<file path="config.mk">
export PLATFORM = sky130hd
export DESIGN_NAME = sd_dat_in_port_flat
export DESIGN_NICKNAME = d
export VERILOG_FILES = /design/src/rtl/sd_pio_pkg.sv /design/src/rtl/sd_dat_in_port_if.sv /design/src/rtl/sd_pio_sync.sv /design/src/rtl/sd_dat_in_port.sv /design/src/flat_wrapper.sv
export SDC_FILE = /design/constraint.sdc
export NUM_CORES = 1
export LEC_CHECK = 0
export CAP_MARGIN = 40
export CORE_MARGIN = 4
export CORE_UTILIZATION = 47
export CTS_CLUSTER_SIZE = 12
export DETAILED_ROUTE_END_ITERATION = 6
export PLACE_DENSITY = 0.75
export SLEW_MARGIN = 20
export SYNTH_ARGS = -nofsm -noshare
export SYNTH_HDL_FRONTEND = slang
export SYNTH_SLANG_ARGS = --single-unit
</file>
<file path="constraint.sdc">
create_clock -name clk -period 1.7 [get_ports clk]
set_input_delay 0.425 -clock clk [delete_from_list [all_inputs] [get_ports clk]]
set_output_delay 0.425 -clock clk [all_outputs]
set_load 0.05 [all_outputs]
</file>
<file path="src/rtl/sd_pio_pkg.sv">
// Shared constants and helpers for the SD bit-bang input port.
// Latency: n/a (declarations only).
// Backpressure: n/a (declarations only).
package sd_pio_pkg;

   // Word addresses of the register map
   localparam logic [1:0] ADDR_DATA    = 2'd0;
   localparam logic [1:0] ADDR_IRQMASK = 2'd2;
   localparam logic [1:0] ADDR_EDGECAP = 2'd3;

   // Which transitions of a synchronised pad bit count as an edge
   typedef enum logic [1:0] {
      EDGE_RISE = 2'd0,
      EDGE_FALL = 2'd1,
      EDGE_ANY  = 2'd2
   } edge_type_e;

   // Per-bit edge detector from the current and previous synchronised level
   function automatic logic edge_bit(edge_type_e kind, logic cur, logic prv);
      case (kind)
         EDGE_RISE: return cur & ~prv;
         EDGE_FALL: return ~cur & prv;
         default:   return cur ^ prv;
      endcase
   endfunction

endpackage

</file>
<file path="src/rtl/sd_dat_in_port_if.sv">
// Avalon-MM slave bus bundle for the SD DAT/CMD input port.
// Latency: wires only; readdata is registered inside the slave (1 clock).
// Backpressure: none; the slave never stalls (no waitrequest).
interface sd_dat_in_port_if #(
   parameter int WIDTH = 4
);
   logic [1:0]       address;
   logic             chipselect;
   logic             read_n;
   logic             write_n;
   logic [WIDTH-1:0] writedata;
   logic [WIDTH-1:0] readdata;
   logic             irq;

   modport master (
      output address, chipselect, read_n, write_n, writedata,
      input  readdata, irq
   );

   modport slave (
      input  address, chipselect, read_n, write_n, writedata,
      output readdata, irq
   );
endinterface

</file>
<file path="src/rtl/sd_pio_sync.sv">
// Multi-flop synchroniser for WIDTH independent asynchronous pad bits.
// Latency: SYNC_STAGES clocks from pad to q.
// Backpressure: none; samples every clock.
module sd_pio_sync #(
   parameter int WIDTH       = 4,
   parameter int SYNC_STAGES = 2
) (
   input  logic             clk,
   input  logic             reset_n,
   input  logic [WIDTH-1:0] d,
   output logic [WIDTH-1:0] q
);

   logic [WIDTH-1:0] stage [SYNC_STAGES];

   // Shift the pad levels down the flop chain; reset clears every stage
   always_ff @(posedge clk) begin
      if (!reset_n) begin
         for (int i = 0; i < SYNC_STAGES; i++) begin
            stage[i] <= '0;
         end
      end else begin
         stage[0] <= d;
         for (int i = 1; i < SYNC_STAGES; i++) begin
            stage[i] <= stage[i-1];
         end
      end
   end

   assign q = stage[SYNC_STAGES-1];

endmodule

</file>
<file path="src/rtl/sd_dat_in_port.sv">
// SD DAT/CMD pad sampler with sticky edge capture for bit-bang reads; SD_PIO_IRQ_EN adds IRQMASK and irq.
// Latency: pad->DATA SYNC_STAGES clocks; read data 1 clock after request; irq 1 clock after capture.
// Backpressure: none; every access completes immediately, no wait states.
module sd_dat_in_port
   import sd_pio_pkg::*;
#(
   parameter int WIDTH       = 4,
   parameter int SYNC_STAGES = 2,
   parameter int EDGE_TYPE   = 1
) (
   input  logic             clk,
   input  logic             reset_n,
   input  logic [WIDTH-1:0] in_port,
   sd_dat_in_port_if.slave  bus
);

   localparam edge_type_e EDGE_SEL  = edge_type_e'(EDGE_TYPE[1:0]);
   // Enough cycles for reset-cleared synchroniser and prev flops to refill
   localparam logic [2:0] ARM_MAX   = 3'(SYNC_STAGES + 1);

   logic [WIDTH-1:0] sync;
   logic [WIDTH-1:0] prev;
   logic [WIDTH-1:0] edge_det;
   logic [WIDTH-1:0] edgecap;
   logic [WIDTH-1:0] w1c;
   logic [WIDTH-1:0] mask_rd;
   logic [WIDTH-1:0] rd_mux;
   logic [WIDTH-1:0] readdata_q;
   logic [2:0]       arm_cnt;
   logic             armed;
   logic             rd_req;
   logic             wr_req;

   sd_pio_sync #(
      .WIDTH       (WIDTH),
      .SYNC_STAGES (SYNC_STAGES)
   ) u_sync (
      .clk     (clk),
      .reset_n (reset_n),
      .d       (in_port),
      .q       (sync)
   );

   // A simultaneous read and write performs only the write
   assign rd_req = bus.chipselect & ~bus.read_n & bus.write_n;
   assign wr_req = bus.chipselect & ~bus.write_n;
   assign w1c    = (wr_req && (bus.address == ADDR_EDGECAP)) ? bus.writedata : '0;
   assign armed  = (arm_cnt == ARM_MAX);

   // Track previous level and count up to the armed state after reset
   always_ff @(posedge clk) begin
      if (!reset_n) begin
         prev    <= '0;
         arm_cnt <= '0;
      end else begin
         prev <= sync;
         if (!armed) begin
            arm_cnt <= arm_cnt + 3'd1;
         end
      end
   end

   // Per-bit edge detection, suppressed until the pipeline holds real pad data
   always_comb begin
      edge_det = '0;
      for (int i = 0; i < WIDTH; i++) begin
         edge_det[i] = armed & edge_bit(EDGE_SEL, sync[i], prev[i]);
      end
   end

   // Sticky capture: write-one-to-clear, a new edge overrides its own clear
   always_ff @(posedge clk) begin
      if (!reset_n) begin
         edgecap <= '0;
      end else begin
         edgecap <= (edgecap & ~w1c) | edge_det;
      end
   end

`ifdef SD_PIO_IRQ_EN
   logic [WIDTH-1:0] irqmask;
   logic             irq_q;

   // Interrupt mask register and registered level interrupt
   always_ff @(posedge clk) begin
      if (!reset_n) begin
         irqmask <= '0;
         irq_q   <= 1'b0;
      end else begin
         if (wr_req && (bus.address == ADDR_IRQMASK)) begin
            irqmask <= bus.writedata;
         end
         irq_q <= |(edgecap & irqmask);
      end
   end

   assign mask_rd = irqmask;
   assign bus.irq = irq_q;
`else
   // Polling-only build: mask reads as zero and the interrupt never fires
   assign mask_rd = '0;
   assign bus.irq = 1'b0;
`endif

   // Read decode from the request cycle's address
   always_comb begin
      rd_mux = '0;
      case (bus.address)
         ADDR_DATA:    rd_mux = sync;
         ADDR_IRQMASK: rd_mux = mask_rd;
         ADDR_EDGECAP: rd_mux = edgecap;
         default:      rd_mux = '0;
      endcase
   end

   // Registered read data, held between read requests
   always_ff @(posedge clk) begin
      if (!reset_n) begin
         readdata_q <= '0;
      end else if (rd_req) begin
         readdata_q <= rd_mux;
      end
   end

   assign bus.readdata = readdata_q;

endmodule

</file>
<file path="src/flat_wrapper.sv">
// flat-port wrapper written by rule: the top's interface ports become plain ports
module sd_dat_in_port_flat import sd_pio_pkg::*;
#(
   parameter int WIDTH       = 4,
   parameter int SYNC_STAGES = 2,
   parameter int EDGE_TYPE   = 1
)
  (clk, reset_n, in_port, bus_address, bus_chipselect, bus_read_n, bus_write_n, bus_writedata, bus_readdata, bus_irq);
  sd_dat_in_port_if #(.WIDTH(WIDTH)) bus_i ();
  input  logic clk;
  input  logic reset_n;
  input  logic [WIDTH-1:0] in_port;
  input wire logic [$bits(bus_i.address)-1:0] bus_address;
  input wire logic [$bits(bus_i.chipselect)-1:0] bus_chipselect;
  input wire logic [$bits(bus_i.read_n)-1:0] bus_read_n;
  input wire logic [$bits(bus_i.write_n)-1:0] bus_write_n;
  input wire logic [$bits(bus_i.writedata)-1:0] bus_writedata;
  output wire logic [$bits(bus_i.readdata)-1:0] bus_readdata;
  output wire logic [$bits(bus_i.irq)-1:0] bus_irq;
  assign bus_i.address = bus_address;
  assign bus_i.chipselect = bus_chipselect;
  assign bus_i.read_n = bus_read_n;
  assign bus_i.write_n = bus_write_n;
  assign bus_i.writedata = bus_writedata;
  assign bus_readdata = bus_i.readdata;
  assign bus_irq = bus_i.irq;
  sd_dat_in_port #(.WIDTH(WIDTH), .SYNC_STAGES(SYNC_STAGES), .EDGE_TYPE(EDGE_TYPE)) u_core (.clk(clk), .reset_n(reset_n), .in_port(in_port), .bus(bus_i));
endmodule
</file>
Word level (Yosys, flattened, before mapping)
Memories as Yosys holds them, arrays and structs flattened.
Cells that the tools add are included.
{ "totals": {"word_cells": 38, "memories": 1, "regBits": 15, "mem_bits_rw": 8, "out_inout_bits": 5, "in_bits": 15} }
{ "op_classes": {"bitwise": 22, "add_sub_neg": 1, "muxes": 6, "reduce_logical": 2, "eq_ne": 2} }
{ "memory_table": {"columns": ["name", "depth", "word_bits", "rd", "rd_clocked_by_memory_dff", "write_ports", "line", "source"], "rows": [
  ["u_core.u_sync.stage", 2, 4, 2, 0, 2, "sd_pio_sync.sv:14", "logic [WIDTH-1:0] stage [SYNC_STAGES];"]
]} }
{ "ops": {"columns": ["cell", "count"], "rows": [
  ["$mux W4", 3],
  ["$and A1 B1 Y1", 11],
  ["$pmux W4 S2", 1],
  ["$not A1 Y1", 6],
  ["$and A4 B4 Y4", 1],
  ["$not A4 Y4", 1],
  ["$or A4 B4 Y4", 1],
  ["$add A3 B1 Y3 const B", 1],
  ["$eq A3 B2 Y1 const B", 1],
  ["$eq A2 B2 Y1 const B", 1],
  ["$logic_not A2 Y1", 1],
  ["$mux W1", 2],
  ["$or A1 B1 Y1", 2],
  ["$logic_and A1 B1 Y1", 1]
]} }

Longest topological paths before layout
{ "depth": {"depth_word": 7, "ltp_mapped": 6} }

Hierarchy
From an unflattened synthesis, not the netlist that was laid out.
{ "hier_totals": {"cells_unflattened": 81, "area_unflattened_um2": 887.1} }
{ "by_module_without_submodules": {"columns": ["module", "instances", "cells_each", "area_each_um2"], "rows": [
  ["sd_dat_in_port", 1, 61, 646.9],
  ["sd_pio_sync", 1, 20, 240.2]
]} }

Least setup slack after synthesis
OpenSTA, ideal clock, no wires.
{ "synth_timing": {"path_type": "input-to-reg", "startpoint": "input port bus_address[0]", "endpoint": "register u_core.readdata_q[0] (netlist: u_core.bus.readdata[0])", "setup_ns": 0.070, "n_path_buf": 0, "path_slack_ns": 0.251, "path_stages": 4, "arrival_ns": 1.378, "required_ns": 1.630, "path_cell_list": "inv_1 -> ha_1 -> or4b_4 -> o2bb2ai_1"} }
{ "synth_via": {"elab_chain_cells": 2} }
{ "synth_rtl": {"columns": ["item", "line", "source"], "rows": [
  ["from (decl)", "flat_wrapper.sv:13", "input wire logic [$bits(bus_i.address)-1:0] bus_address;"],
  ["$eq A2 B2 Y1 / $logic_not A2 Y1 (equally long branches)", "sd_dat_in_port.sv:108", "case (bus.address)"],
  ["$pmux W4 S2 (*)", "sd_dat_in_port.sv:108", null],
  ["to (signal assigned)", "sd_dat_in_port.sv:121", "readdata_q <= rd_mux;"],
  ["to (decl)", "sd_dat_in_port.sv:28", "logic [WIDTH-1:0] readdata_q;"]
]} }
Every way passes the cells marked *; elsewhere a longest branch is shown, timed or not.
A chain may end at the register's enable or synchronous reset.

Worst setup path after layout
{ "layout_timing": {"startpoint": "input port bus_chipselect", "endpoint": "register u_core.readdata_q[3] (netlist: u_core.bus.readdata[3])"} }
{ "layout_via": {"elab_chain_cells": 2} }
{ "layout_rtl": {"columns": ["item", "line", "source"], "rows": [
  ["from (decl)", "flat_wrapper.sv:14", "input wire logic [$bits(bus_i.chipselect)-1:0] bus_chipselect;"],
  ["$and A1 B1 Y1 (2 in series)", "sd_dat_in_port.sv:45", "assign rd_req = bus.chipselect & ~bus.read_n & bus.write_n;"]
]} }
No other way between the ends.

==> impl_metrics.yaml <==
hold_path:
  hold_class: "flip-flop to flip-flop"
  hp-start: "u_core.u_sync.stage[0][3]"
final_layout:
  final_common_cell: "dfxtp_1"
  drive_gt1_share_pct: 15.3
  post-route-cell-area_um2: 1130
  final_cells: 123
  syn_to_final_growth_pct: 31.0
  final_nets: 118
  diodes: 0
  layout_common_cells: "dfxtp_1, and2_1, clkdlybuf4s50_1"
global_routing:
  grt_pass1_wl_um: 2610
  track_usage_pct: 13.5
  grt_max_degree: 21
  grt_pass1_vias: 578
  grt_overflow: 0
  antenna_found_initial: 0
floorplan:
  num_rows: 15
  io_pins: 20
  core_um2: 1730
  die_area_um2: 2580
  fp.dieW_um: 50.8
  die_h_um: 50.8
  initial_core_util_pct: 49.9
synth:
  synth_fp_nets: 97
  yosysUniqueCellTypes: 19
  synth.top_cell.area_share_pct: 53.5
  ys_seq_area_share_pct: 53.5
  yosys.area.top_type: "dfxtp_1"
  netlist_area_um2: 861
  synth_edf_count: 0
  synthArstFlopShare_pct: 0
  syn_avg_cell_area_um2: 11.0
  synth-seq-cells: 23
  synth_ff_type: "dfxtp_1"
  yosysWarnings: 0
  synth_area_leaders: "dfxtp_1, and2_1, ha_1"
  syn-instance-count: 78
critical_path:
  critPathLaunchType: "input port"
  setup.worst_path.class: "input port to flip-flop"
  critPathBufInv: 1
  required_ns: 1.93
  critical-path-top-delay-family: "simple AND/OR/NAND/NOR gates"
  arrival_ns: 1.75
  max_stage_delay_ns: 0.60
  critPathLaunch: "bus_chipselect"
  cp_max_fo: 4
  cp_slowest_cell: "or4b_4"
  crit_chain: "clkdlybuf4s50_1 > nand2_1 > or4b_4 > o2bb2ai_4"
  r2r-start: "u_core.arm_cnt[0]"
  critPathCaptureType: "flip-flop"
sta:
  post-route-period-util_pct: 89.3
  setup_viol_count_final: 0
  skew_ns: 0.00549
  finalHoldViolCount: 0
  final.setup.worst_slack_ns: 0.182
  final-max-slew-violation-count: 0
  clock.fmax_mhz: 659
  rsz0062_at_grt: "no"
  fin_crit_ns: 1.52
route:
  drt-vias-per-instance: 4.93
  drt_iter0_drc: 4
  route.vias.total: 606
  ant_nets: 0
  wl_per_cell_um: 12.8
  drt_drc_violations_left: 0
  wl_um: 1570
  drt_pass1_iterations: 4
run_status:
  outcome: "finished, final reports clean"
power:
  leakage_nw: 0.474
  peakVddDrop_mv: 0.613
  power_density_nw_per_um2: 829
  finalPower_uw: 934
clocking:
  cts_sinks: 23
  htreeDepth: 1
  cts_setup_buffers: 0
  clock_latency_ns: 0.29
  ctsRootBufferMaster: "clkbuf_4"
  ctsHoldBuffers: 0
  path_clk_slew_ns: 0.11
  cts_tree: "yes"
  clockBufferDepth: 2
  tritoncts.num_buffers: 3
placement:
  placed_cells: 119
  dpl_cell_area_um2: 1060
  dpl_worst_slack_ns: -0.321
  io_buffer_count: 18
  hpwl_um: 1200
  gp_congestion: 0.739
job:
  maxCapViolations: 0
==> through the flow <==
| step | TNS [ns] | hold slack, ns | util [%] |
|---|---|---|---|
| after floorplan | 0 | 0.412 | - |
| after detailed placement | -1.27 | 0.419 | 61.3 |
| final | 0 | 0.444 | 65.3 |
| after global routing | 0 | 0.462 | 65.3 |
| after CTS | 0 | 0.446 | 63.2 |
| after global placement | -1.10 | 0.416 | 61.3 |
==> what timing repair did <==
| action | 4_1_cts | 5_1_grt |
|---|---|---|
| endpoints found under the setup margin | 1 | 4 |
| gates resized for setup | 1 | 6 |
| pin swaps | 0 | 2 |
==> kinds of logic (layout without fill, tap and decap cells) <==
logic type	after synthesis	in the layout	share of synthesized area, %
XOR/XNOR	1	1	1.02
AO/OA/AOI/OAI	18	18	16.0
AND/OR/NAND/NOR	23	23	18.6
adder cells (fa/ha/maj)	4	4	5.81
other	1	1	0.436
multiplexers	1	1	1.16
flip-flops	23	23	53.5
buffers and inverters	7	27	3.49
==> state kept, by name (all words and copies together), names as in the netlist <==
| name | count |
|---|---|
| u_core.edgecap | 4 |
| u_core.bus.readdata | 4 |
| u_core.prev | 4 |
| u_core.u_sync.stage | 8 |
| u_core.arm_cnt | 3 |
==> per-layer routing <==
metal | vias up | routed length (um) | GRT usage [%]
met3 | 2 | 68 | 3.26
met2 | 14 | 833 | 24.6
met1 | 287 | 651 | 15.4
li1 | 303 | - | -
met5 | - | 0 | 0
met4 | 0 | 17 | 4.04
==> where the power goes <==
part	total [mW]	internal, mW	switching, mW
Sequential	0.579	0.566	0.0128
Clock	0.235	0.0912	0.144
Combinational	0.120	0.0684	0.0521
==> final timing paths <==
kind / to / slack (ns) / depth (start not counted)
setup / recovery: u_core.bus.readdata[3] / 0.18 / 4
setup reg to reg: u_core.edgecap[3] / 0.37 / 4
hold / removal: u_core.u_sync.stage[0][7] / 0.44 / 1
hold reg to reg: u_core.u_sync.stage[0][7] / 0.44 / 1
==> cell usage after synthesis, types with 2 or more instances <==
master	number
a21boi_0	4
clkbuf_1	3
inv_1	3
a22oi_1	4
and3b_1	4
nand2_1	2
dfxtp_1	23
o21a_1	5
ha_1	4
o2bb2ai_1	4
and2_1	14
==> layout make-up <==
type	instances	area [um^2]
Fill cell	153	599
Tap cell	25	31.3
Inverter	3	11.3
Sequential cell	23	460
Clock buffer	4	26.3
Timing Repair Buffer	20	190
Multi-Input combinational cell	48	408
Note: power is estimated with default switching activity, not from simulation.
